`src/rtl/micro_board_evaluator_pkg.sv`:
```
// Shared definitions for the tic-tac-toe board logic: cell/outcome codes,
// evaluator FSM encoding and the table of the eight winning lines.
package micro_board_evaluator_pkg;

  localparam int NUM_CELLS = 9;
  localparam int NUM_LINES = 8;

  typedef logic [1:0] cell_t;
  typedef logic [3:0] cell_idx_t;

  localparam cell_t EMPTY = 2'b00;
  localparam cell_t P1    = 2'b01;
  localparam cell_t P2    = 2'b10;
  localparam cell_t DRAW  = 2'b11;

  typedef enum logic [2:0] {
    ST_IDLE,
    ST_READ,
    ST_CAPTURE,
    ST_EVAL,
    ST_WRITE
  } state_e;

  // Cell numbers are 1-based, matching the RAM address low nibble.
  localparam cell_idx_t WIN_LINES [NUM_LINES][3] = '{
    '{4'd1, 4'd2, 4'd3},
    '{4'd4, 4'd5, 4'd6},
    '{4'd7, 4'd8, 4'd9},
    '{4'd1, 4'd4, 4'd7},
    '{4'd2, 4'd5, 4'd8},
    '{4'd3, 4'd6, 4'd9},
    '{4'd1, 4'd5, 4'd9},
    '{4'd3, 4'd5, 4'd7}
  };

endpackage

```
`src/rtl/micro_board_evaluator_if.sv`:
```
// Request/RAM-side bundle of the micro board evaluator.
interface micro_board_evaluator_if #(
  parameter int IDX_W  = 4,
  parameter int CELL_W = 2
);
  logic                 start;
  logic [IDX_W-1:0]     macro_idx;
  logic [2*IDX_W-1:0]   micro_addr;
  logic [CELL_W-1:0]    micro_q;
  logic                 board_we;
  logic [IDX_W-1:0]     board_addr;
  logic [CELL_W-1:0]    board_data;
  logic [CELL_W-1:0]    result;
  logic                 busy;
  logic                 done;

  // master: controller plus both RAMs as seen from outside the evaluator
  modport master (
    output start, macro_idx, micro_q,
    input  micro_addr, board_we, board_addr, board_data, result, busy, done
  );

  modport slave (
    input  start, macro_idx, micro_q,
    output micro_addr, board_we, board_addr, board_data, result, busy, done
  );
endinterface

```
`src/rtl/micro_board_evaluator_tris_eval.sv`:
```
// Combinational 3x3 board judge: line win (P1 priority), full-board draw, else ongoing.
module tris_eval
  import micro_board_evaluator_pkg::*;
#(
  parameter bit REPORT_DRAW = 1'b1
) (
  input  cell_t [NUM_CELLS:1] cells,
  output cell_t               outcome
);

  logic [NUM_LINES-1:0] p1_line;
  logic [NUM_LINES-1:0] p2_line;
  logic [NUM_CELLS:1]   filled;

  for (genvar l = 0; l < NUM_LINES; l++) begin : g_line
    assign p1_line[l] = (cells[WIN_LINES[l][0]] == P1) &&
                        (cells[WIN_LINES[l][1]] == P1) &&
                        (cells[WIN_LINES[l][2]] == P1);
    assign p2_line[l] = (cells[WIN_LINES[l][0]] == P2) &&
                        (cells[WIN_LINES[l][1]] == P2) &&
                        (cells[WIN_LINES[l][2]] == P2);
  end

  // Code 11 fills a cell but can never complete a line.
  for (genvar c = 1; c <= NUM_CELLS; c++) begin : g_cell
    assign filled[c] = (cells[c] != EMPTY);
  end

  always_comb begin
    outcome = EMPTY;
    if (|p1_line)                     outcome = P1;
    else if (|p2_line)                outcome = P2;
    else if (REPORT_DRAW && &filled)  outcome = DRAW;
  end

endmodule

```
`src/rtl/micro_board_evaluator.sv`:
```
// Scans one micro board from the micro-cell RAM after a move and writes the
// resulting outcome into the macro board RAM.
module micro_board_evaluator
  import micro_board_evaluator_pkg::*;
#(
  parameter int IDX_W      = 4,
  parameter int CELL_W     = 2,
  parameter bit WRITE_DRAW = 1'b1
) (
  input  logic                    clk,
  input  logic                    reset_n,
  micro_board_evaluator_if.slave  bus
);

  state_e                state_q, state_d;
  logic [IDX_W-1:0]      cnt_q, cnt_d;
  logic [IDX_W-1:0]      idx_q, idx_d;
  logic [2*IDX_W-1:0]    micro_addr_q, micro_addr_d;
  cell_t [NUM_CELLS:1]   cells_q, cells_d;
  logic [CELL_W-1:0]     result_q, result_d;
  logic [IDX_W-1:0]      board_addr_q, board_addr_d;
  logic [CELL_W-1:0]     board_data_q, board_data_d;
  logic                  board_we_q, board_we_d;
  logic                  busy_q, busy_d;
  logic                  done_q, done_d;

  cell_t                 outcome;
  logic                  idx_ok;
  logic [IDX_W-1:0]      cnt_inc;

  tris_eval #(.REPORT_DRAW(WRITE_DRAW)) u_eval (
    .cells   (cells_q),
    .outcome (outcome)
  );

  assign idx_ok  = (bus.macro_idx != '0) && (bus.macro_idx <= IDX_W'(NUM_CELLS));
  assign cnt_inc = cnt_q + IDX_W'(1);

  always_comb begin
    state_d      = state_q;
    cnt_d        = cnt_q;
    idx_d        = idx_q;
    micro_addr_d = micro_addr_q;
    cells_d      = cells_q;
    result_d     = result_q;
    board_addr_d = board_addr_q;
    board_data_d = board_data_q;
    board_we_d   = 1'b0;
    done_d       = 1'b0;
    unique case (state_q)
      ST_IDLE: begin
        if (bus.start && idx_ok) begin
          state_d      = ST_READ;
          idx_d        = bus.macro_idx;
          cnt_d        = IDX_W'(1);
          micro_addr_d = {bus.macro_idx, IDX_W'(1)};
        end
      end
      ST_READ: begin
        // RAM data trails the address by one cycle: this cycle's micro_q is cell cnt-1.
        if (cnt_q != IDX_W'(1)) cells_d[cnt_q - IDX_W'(1)] = bus.micro_q;
        if (cnt_q == IDX_W'(NUM_CELLS)) begin
          state_d = ST_CAPTURE;
        end else begin
          cnt_d        = cnt_inc;
          micro_addr_d = {idx_q, cnt_inc};
        end
      end
      ST_CAPTURE: begin
        cells_d[NUM_CELLS] = bus.micro_q;
        state_d            = ST_EVAL;
      end
      ST_EVAL: begin
        result_d     = outcome;
        board_addr_d = idx_q;
        board_data_d = outcome;
        board_we_d   = (outcome != EMPTY);
        done_d       = 1'b1;
        state_d      = ST_WRITE;
      end
      ST_WRITE: state_d = ST_IDLE;
      default:  state_d = ST_IDLE;
    endcase
    busy_d = (state_d != ST_IDLE);
  end

  always_ff @(posedge clk or negedge reset_n) begin
    if (!reset_n) begin
      state_q      <= ST_IDLE;
      cnt_q        <= '0;
      idx_q        <= '0;
      micro_addr_q <= '0;
      cells_q      <= '0;
      result_q     <= '0;
      board_addr_q <= '0;
      board_data_q <= '0;
      board_we_q   <= 1'b0;
      busy_q       <= 1'b0;
      done_q       <= 1'b0;
    end else begin
      state_q      <= state_d;
      cnt_q        <= cnt_d;
      idx_q        <= idx_d;
      micro_addr_q <= micro_addr_d;
      cells_q      <= cells_d;
      result_q     <= result_d;
      board_addr_q <= board_addr_d;
      board_data_q <= board_data_d;
      board_we_q   <= board_we_d;
      busy_q       <= busy_d;
      done_q       <= done_d;
    end
  end

  assign bus.micro_addr = micro_addr_q;
  assign bus.board_we   = board_we_q;
  assign bus.board_addr = board_addr_q;
  assign bus.board_data = board_data_q;
  assign bus.result     = result_q;
  assign bus.busy       = busy_q;
  assign bus.done       = done_q;

endmodule

```
`src/flat_wrapper.sv`:
```
// flat-port wrapper written by rule: the top's interface ports become plain ports
module micro_board_evaluator_flat import micro_board_evaluator_pkg::*;
#(
  parameter int IDX_W      = 4,
  parameter int CELL_W     = 2,
  parameter bit WRITE_DRAW = 1'b1
)
  (clk, reset_n, bus_start, bus_macro_idx, bus_micro_q, bus_micro_addr, bus_board_we, bus_board_addr, bus_board_data, bus_result, bus_busy, bus_done);
  micro_board_evaluator_if #(.IDX_W(IDX_W), .CELL_W(CELL_W)) bus_i ();
  input  logic clk;
  input  logic reset_n;
  input wire logic [$bits(bus_i.start)-1:0] bus_start;
  input wire logic [$bits(bus_i.macro_idx)-1:0] bus_macro_idx;
  input wire logic [$bits(bus_i.micro_q)-1:0] bus_micro_q;
  output wire logic [$bits(bus_i.micro_addr)-1:0] bus_micro_addr;
  output wire logic [$bits(bus_i.board_we)-1:0] bus_board_we;
  output wire logic [$bits(bus_i.board_addr)-1:0] bus_board_addr;
  output wire logic [$bits(bus_i.board_data)-1:0] bus_board_data;
  output wire logic [$bits(bus_i.result)-1:0] bus_result;
  output wire logic [$bits(bus_i.busy)-1:0] bus_busy;
  output wire logic [$bits(bus_i.done)-1:0] bus_done;
  assign bus_i.start = bus_start;
  assign bus_i.macro_idx = bus_macro_idx;
  assign bus_i.micro_q = bus_micro_q;
  assign bus_micro_addr = bus_i.micro_addr;
  assign bus_board_we = bus_i.board_we;
  assign bus_board_addr = bus_i.board_addr;
  assign bus_board_data = bus_i.board_data;
  assign bus_result = bus_i.result;
  assign bus_busy = bus_i.busy;
  assign bus_done = bus_i.done;
  micro_board_evaluator #(.IDX_W(IDX_W), .CELL_W(CELL_W), .WRITE_DRAW(WRITE_DRAW)) u_core (.clk(clk), .reset_n(reset_n), .bus(bus_i));
endmodule
```
`config.mk`:
```
export PLATFORM = sky130hd
export DESIGN_NAME = micro_board_evaluator_flat
export DESIGN_NICKNAME = d
export VERILOG_FILES = /design/src/rtl/micro_board_evaluator_pkg.sv /design/src/rtl/micro_board_evaluator_if.sv /design/src/rtl/micro_board_evaluator_tris_eval.sv /design/src/rtl/micro_board_evaluator.sv /design/src/flat_wrapper.sv
export SDC_FILE = /design/constraint.sdc
export NUM_CORES = 1
export LEC_CHECK = 0
export ABC_AREA = 1
export CORE_AREA = 2 2 67 69
export DETAILED_ROUTE_END_ITERATION = 12
export DIE_AREA = 0 0 69 71
export PLACE_DENSITY = 0.88
export SKIP_LAST_GASP = 1
export SYNTH_ARGS = -nofsm -noshare
export SYNTH_HDL_FRONTEND = slang
export SYNTH_SLANG_ARGS = --single-unit
```
`constraint.sdc`:
```
create_clock -name clk -period 3.5 [get_ports clk]
set_input_delay 0.7 -clock clk [delete_from_list [all_inputs] [get_ports clk]]
set_output_delay 0.7 -clock clk [all_outputs]
set_load 0.01 [all_outputs]
```
==> summary.md, run 1 <==
| Metric | Value |
|---|---|
| RSZ-0062 raised after global routing | `false` |
| Setup violators final | `0` |
| Via count | `between 1500 and 2000` |
| 1st-iter DRT viols | `86` |
| Syn Inst Count | `~300` |
| CP max stage delay | `roughly 480 ps` |
| Top-count cell post-synth | `nand2_1` |
| Starting Density | `0.541` |
| P&R area growth vs syn | `17.6%` |
| Mapped cell area | `approximately 2300 sq um` |
| DRC | `0` |
| Net Sw Frac | `0.443` |
| Simple-gate portion of the synthesized area | `0.317` |
| Measured slew at the worst slew-check pin | `around 910 ps` |
| Logic pwr share | `0.491` |
| ANT nets after route | `0` |
| Required @ worst endpoint | `between 3000 and 4000 ps` |
| Kind of critical path | `input pin to register` |
| CTS tree | `yes` |
| Family with the most delay on the worst path | `simple AND/OR/NAND/NOR gates` |
| Sequential area share after synthesis | `0.462` |
| Synth top area share | `0.462` |
| Post-synth top cells | `85 x nand2_1, 42 x dfrtp_1, 40 x nor2_1` |
| RePlAce Congestion | `roughly 0.9` |
| Clk pwr share | `0.154` |
| Clock skew | `6.59 ps` |
| Vias per Instance | `~5.2` |
| GR Util All Layers | `0.204` |
| # IOs | `28` |
| Warnings, synthesis | `0` |
| Design area | `~2700 sq um` |
| Largest family of logic cells by synthesized area | `simple AND/OR/NAND/NOR gates` |
| Internal | `1.39 mW` |
| Syn Area/Cell | `~7.5 sq um` |
| Root Driver | `clkbuf_8` |
| Gr ovfl total | `0` |
| Top cells by area, synth | `dfrtp_1 46%, nand2_1 14%, o21ai_0 7.5%` |
| Critical path peak fanout | `12` |
| Outcome | `finished clean` |
| Cell Rows | `24` |
| Post-synthesis compound-gate area fraction | `0.0891` |
| Post-synth EDFFs | `0` |
| Reg2reg start | `u_core.bus.micro_addr[0]` |
| Pwr Density | `934 nW/um^2` |
| Hpwl dp | `3450 microns` |
| Hold Crit Start | `u_core.bus.board_addr[2]` |
| Antenna fix cells | `0` |
| Clock Pin Slew Worst Setup and Hold Paths | `about 80 ps` |
| Fillers | `roughly 370` |
| Crit. Startpoint | `bus_macro_idx[3]` |
| Critical path depth | `7` |
| Endpoint class of the critical path | `register` |
| Post-CTS Resized | `0` |
| Slew headroom | `0.390` |
| Leakage | `between 1 and 1.5 nW` |
| Seq pwr share | `0.355` |
| Synth Area in XOR/XNOR | `0.0110` |
| Crit-path slowest cell | `clkdlybuf4s50_1` |
| Path depth of the worst reg2reg path | `8` |
| Clk sinks | `42` |
| I/O Buffers | `27` |
| Postcts setup bufs | `0` |
| VDD IR max | `0.000588 V` |
| Yosys top cell by area | `dfrtp_1` |
| Async SR Flop Fraction | `1.00` |
| Slew Limit Fails | `0` |
| Multiplexer share of the synthesized area | `0` |
| Psw | `about 1.1 mW` |
| Largest net degree at the start of global routing | `43` |
| Net Count, Synth | `320` |
| Adder-cell share of the synthesized area | `0.0385` |
| Clock period minus worst slack | `about 2100 ps` |
| Max_cap viols | `0` |
| CP arrival | `2320 ps` |
| Hold path depth | `2` |
| Dpl cell area | `~2600 sq um` |
| Post-detailed-route wirelength per cell | `between 10 and 15 microns` |
| Share of layout cells above drive strength 1 | `0.0843` |
| DIE WIDTH | `between 60 and 70 microns` |
| Final nets | `between 300 and 400` |
| Chip height | `around 71 microns` |
| CP Buf/Inv Count | `2` |
| Final hold vios | `0` |
| Achievable Freq | `roughly 470 MHz` |
| H-tree Lvls | `2` |
| Die area | `approximately 5000 sq um` |
| Drt pass-1 iters | `4` |
| Startpoint types | `input pin` |
| Part of the cycle the worst path needs | `0.603` |
| Setup TNS | `0 ps` |
| CP cell instances | `clkdlybuf4s50_1, inv_1, nand4_1, nand4_1, nand2_1, o21ai_0, o21ai_0` |
| Core ar. | `between 4000 and 5000 sq um` |
| Clock Path Buffers | `2` |
| First-pass GRT wire length | `8030 microns` |
| Yosys cell types | `22` |
| Vias in the first global route | `around 1900` |
| Hold Buf Count CTS | `0` |
| Clk Latency, worst-skew pair | `around 300 ps` |
| CTS Buf Count | `5` |
| Drt total wl | `between 4000 and 5000 microns` |
| Initial antenna violation count | `0` |
| Primary FF master, synth | `dfrtp_1` |
| Seq cells post-synth | `42` |
| Hold Path Class | `register to register` |
==> final cells by class <==
type | count | area (sq um) | share of cell area
well taps | 52 | 65.1 | 0.0243
clock buffers | 5 | 68.8 | 0.0257
repair buffers | 27 | 265 | 0.0991
multi-input cells | 216 | 1040 | 0.387
inverters | 39 | 146 | 0.0547
flip-flops and latches | 42 | 1050 | 0.393
clock inverters | 3 | 43.8 | 0.0164
==> worst paths after layout <==
path                                            endpoint  slack (ps)
worst max-delay path            u_core.bus.micro_addr[0]        1390
worst min-delay path            u_core.bus.board_addr[2]         470
worst max register to register        u_core.cells_q[11]        1620
worst min register to register  u_core.bus.board_addr[2]         470
max in group asynchronous       u_core.bus.micro_addr[1]        2400
min in group asynchronous       u_core.bus.micro_addr[6]         530
==> layer usage <==
layer  vias to the layer above  GRT usage  part of all wire
li1                       1005          -                 -
met3                        12     0.0299             0.033
met2                        38      0.379              0.53
met1                       937      0.230              0.42
met5                         -          0                 0
met4                         0     0.0980             0.021
==> sequential cells by signal (all words and copies together), names as in the netlist <==
signal,flops
u_core.bus.busy,1
u_core.state_q,3
u_core.bus.board_addr,4
u_core.bus.board_we,1
u_core.cells_q,18
u_core.bus.result,2
u_core.idx_q,4
u_core.bus.done,1
u_core.bus.micro_addr,8
==> cells by family after synthesis <==
group | after synthesis
AO/OA/AOI/OAI | 40
XOR/XNOR | 2
adder cells (fa/ha/maj) | 7
buffers and inverters | 46
flip-flops | 42
AND/OR/NAND/NOR | 167
==> worst min-delay path: cells and delay by family, from the launching register on <==
family	cells	cell delay (ps)
flip-flops	1	350
AND/OR/NAND/NOR	2	100
==> power by group through the flow <==
| stage | clock [mW] | combinational (mW) | sequential, mW |
|---|---|---|---|
| finish | 0.385 | 1.23 | 0.886 |
| global route | 0.411 | 1.40 | 0.915 |
| CTS | 0.390 | 1.23 | 0.885 |
| detailed placement | 0 | 1.22 | 0.891 |
| global placement | 0 | 1.18 | 0.882 |
| floorplan | 0 | 0.853 | 0.888 |
==> layout by cell type, fill, tap and decap left out <==
| cell type | n |
|---|---|
| ha_1 | 7 |
| nand2_2 | 3 |
| clkdlybuf4s50_1 | 26 |
| nor2_4 | 2 |
| inv_1 | 36 |
| nand2_1 | 85 |
| inv_6 | 1 |
| nor2_2 | 8 |
| dfrtp_1 | 42 |
| nand3_1 | 21 |
| nor3_1 | 2 |
| inv_2 | 3 |
| nand3_2 | 1 |
| xnor2_2 | 1 |
| clkbuf_8 | 5 |
| clkinv_2 | 1 |
| nor2_1 | 40 |
| buf_2 | 1 |
| o211ai_1 | 1 |
| nor3_2 | 1 |
| o21ai_0 | 34 |
| nand4_1 | 4 |
| a21oi_1 | 5 |
| xnor2_1 | 1 |
| bufinv_16 | 1 |
==> stage by stage <==
step / worst slack (ps) / utilization / power, mW / cells / hold slack [ps]
final: 1390 / 0.637 / 2.50 / 384 / 473
after global routing: 1140 / 0.637 / 2.72 / 384 / 503
after CTS: 1390 / 0.637 / 2.50 / 384 / 480
after detailed placement: 1090 / 0.610 / 2.11 / 376 / 458
after global placement: 1200 / 0.610 / 2.06 / 376 / 458
after floorplan: 1810 / - / 1.74 / 304 / 404
Note: power is estimated with default switching activity, not from simulation.
==> run 2: changes to the inputs <==
Settings changed: CORE_AREA 2 2 67 69 to 2 2 68 70, DIE_AREA 0 0 69 71 to 0 0 70 72, PLACE_DENSITY 0.88 to 0.86.
Clock period 3.5 ns to 2.2 ns, I/O delays scaled along.
==> run 2 against run 1 <==
Largest power group unchanged. Critical endpoint is now u_core.cells_q[8]. Utilization decreased by 1.1 points. Die area increased by 2.9%. Largest cell class unchanged. Non-clock buffer count increased by 2.
==> summary.md, run 2 (synthesized netlist as in run 1, its figures left out) <==
| Metric | Value |
|---|---|
| Postcts setup bufs | `0` |
| Clock skew | `slightly below 6 ps` |
| Hpwl dp | `3360 microns` |
| Biggest register | `u_core.cells_q` |
| CP arrival | `between 2000 and 2500 ps` |
| H-tree Lvls | `2` |
| Commonest non-fill, non-tap cell in the layout | `nand2_1` |
| DRC | `0` |
| M1 wire length | `1920 microns` |
| Hold Buf Count CTS | `0` |
| Final nets | `349` |
| Setup TNS | `0 ps` |
| Startpoint types | `register` |
| VDD IR max | `just over 0.001 V` |
| CTS Buf Count | `5` |
| Chip height | `roughly 70 microns` |
| Most frequent cells in the layout | `85 x nand2_1, 42 x dfrtp_1, 40 x nor2_1` |
| Initial antenna violation count | `0` |
| Power, Total | `between 3 and 4 mW` |
| Final hold vios | `0` |
| Slew headroom | `0.658` |
| Post-detailed-route wirelength per cell | `approximately 11 microns` |
| Clk Latency, worst-skew pair | `290 ps` |
| Drt pass-1 iters | `4` |
| Hold Path Class | `input pin to asynchronous set/reset pin` |
| Drt total wl | `around 4400 microns` |
| Dpl cell area | `roughly 2600 sq um` |
| Slew Limit Fails | `0` |
| First-pass GRT wire length | `slightly below 8000 microns` |
| Via count | `a little under 2000` |
| Starting Density | `0.534` |
| Endpoint class of the critical path | `register` |
| CTS tree | `yes` |
| Setup violators final | `0` |
| Measured slew at the worst slew-check pin | `about 510 ps` |
| Clock Pin Slew Worst Setup and Hold Paths | `around 80 ps` |
| Path depth of the worst reg2reg path | `8` |
| Part of the cycle the worst path needs | `0.846` |
| Max_cap viols | `0` |
| RSZ-0062 raised after global routing | `false` |
| Vias per Instance | `5.03` |
| Achievable Freq | `roughly 540 MHz` |
| P&R area growth vs syn | `17.3%` |
| Die area | `5040 sq um` |
| Clock Path Buffers | `2` |
| Vias in the first global route | `1892` |
| Detail Route met3 WL | `148 microns` |
| Clock period minus worst slack | `approximately 1900 ps` |
| Post-CTS Resized | `0` |
| # IOs | `28` |
| Reg2reg start | `u_core.bus.micro_addr[0]` |
| Met2 routed wirelength | `about 2200 microns` |
| Dpl cells | `around 380` |
| DIE WIDTH | `around 70 microns` |
| 1st-iter DRT viols | `86` |
| Design area | `2670 sq um` |
| Max reg flops | `18` |
| Highest layer used for signal routing | `met4` |
| R2R setup slack | `between 300 and 400 ps` |
| Pwr Density | `1430 nW/um^2` |
| Largest net degree at the start of global routing | `43` |
| GR Util All Layers | `0.194` |
| Outcome | `finished clean` |
| Gr ovfl total | `0` |
| Share of layout cells above drive strength 1 | `0.0898` |
| Reg-to-reg endpoint | `u_core.cells_q[8]` |
| Core Util, Final | `0.626` |
| I/O Buffers | `27` |
| Leakage | `about 1.3 nW` |
| ANT nets after route | `0` |
| Antenna fix cells | `0` |
| Cell Rows | `24` |
| Core ar. | `around 4300 sq um` |
| Required @ worst endpoint | `between 2000 and 2500 ps` |
| Root Driver | `clkbuf_8` |
| RePlAce Congestion | `about 0.92` |
| Critical path peak fanout | `7` |
| Final non-filler cell total | `just under 400` |
| Kind of critical path | `register to register` |
| Clk sinks | `42` |
==> run 2: worst max path at each step <==
stage	from	to	slack, ps	depth (start not counted)
6_report	u_core.bus.micro_addr[0]	u_core.cells_q[8]	340	8
5_1_grt	u_core.bus.micro_addr[0]	u_core.cells_q[14]	110	7
4_1_cts	u_core.bus.micro_addr[0]	u_core.cells_q[15]	320	7
3_5_place_dp	u_core.bus.micro_addr[0]	u_core.cells_q[15]	340	6
3_3_place_gp	u_core.bus.micro_addr[0]	u_core.cells_q[14]	390	6
2_1_floorplan	u_core.bus.micro_addr[0]	u_core.cells_q[14]	510	6
==> run 2: power breakdown <==
| group | internal [mW] | switching [mW] |
|---|---|---|
| clock | 0.223 | 0.269 |
| combinational | 0.758 | 1.18 |
| sequential | 1.13 | 0.271 |
| total | 2.11 | 1.72 |
==> run 2: routing by layer <==
layer / GRT usage / vias to the layer above
met5: 0 / -
met1: 0.238 / 883
met4: 0.0919 / 0
met2: 0.338 / 38
met3: 0.0333 / 10
li1: - / 1010
==> run 2: cell type report <==
class	instances	area [sq um]
sequential	42	1050
fill	370	1600
inverter	39	146
multi-input combinational	216	1040
tap	52	65.1
clock inverter	3	21.3
timing repair buffer	29	280
clock buffer	5	68.8
==> run 2: through the flow <==
step	hold WS [ps]	setup slack, ps
finish	198	340
floorplan	144	509
global placement	456	392
detailed placement	459	342
global route	247	115
CTS	215	322
==> run 2: worst max-delay path, cell delays in order, from the launching register on <==
cell and delay, ps:
dfrtp_1 480, inv_1 170, ha_1 240, xnor2_1 340, inv_1 140, nand2_2 150, nor2_2 70, nand2_1 60
o21ai_0 90
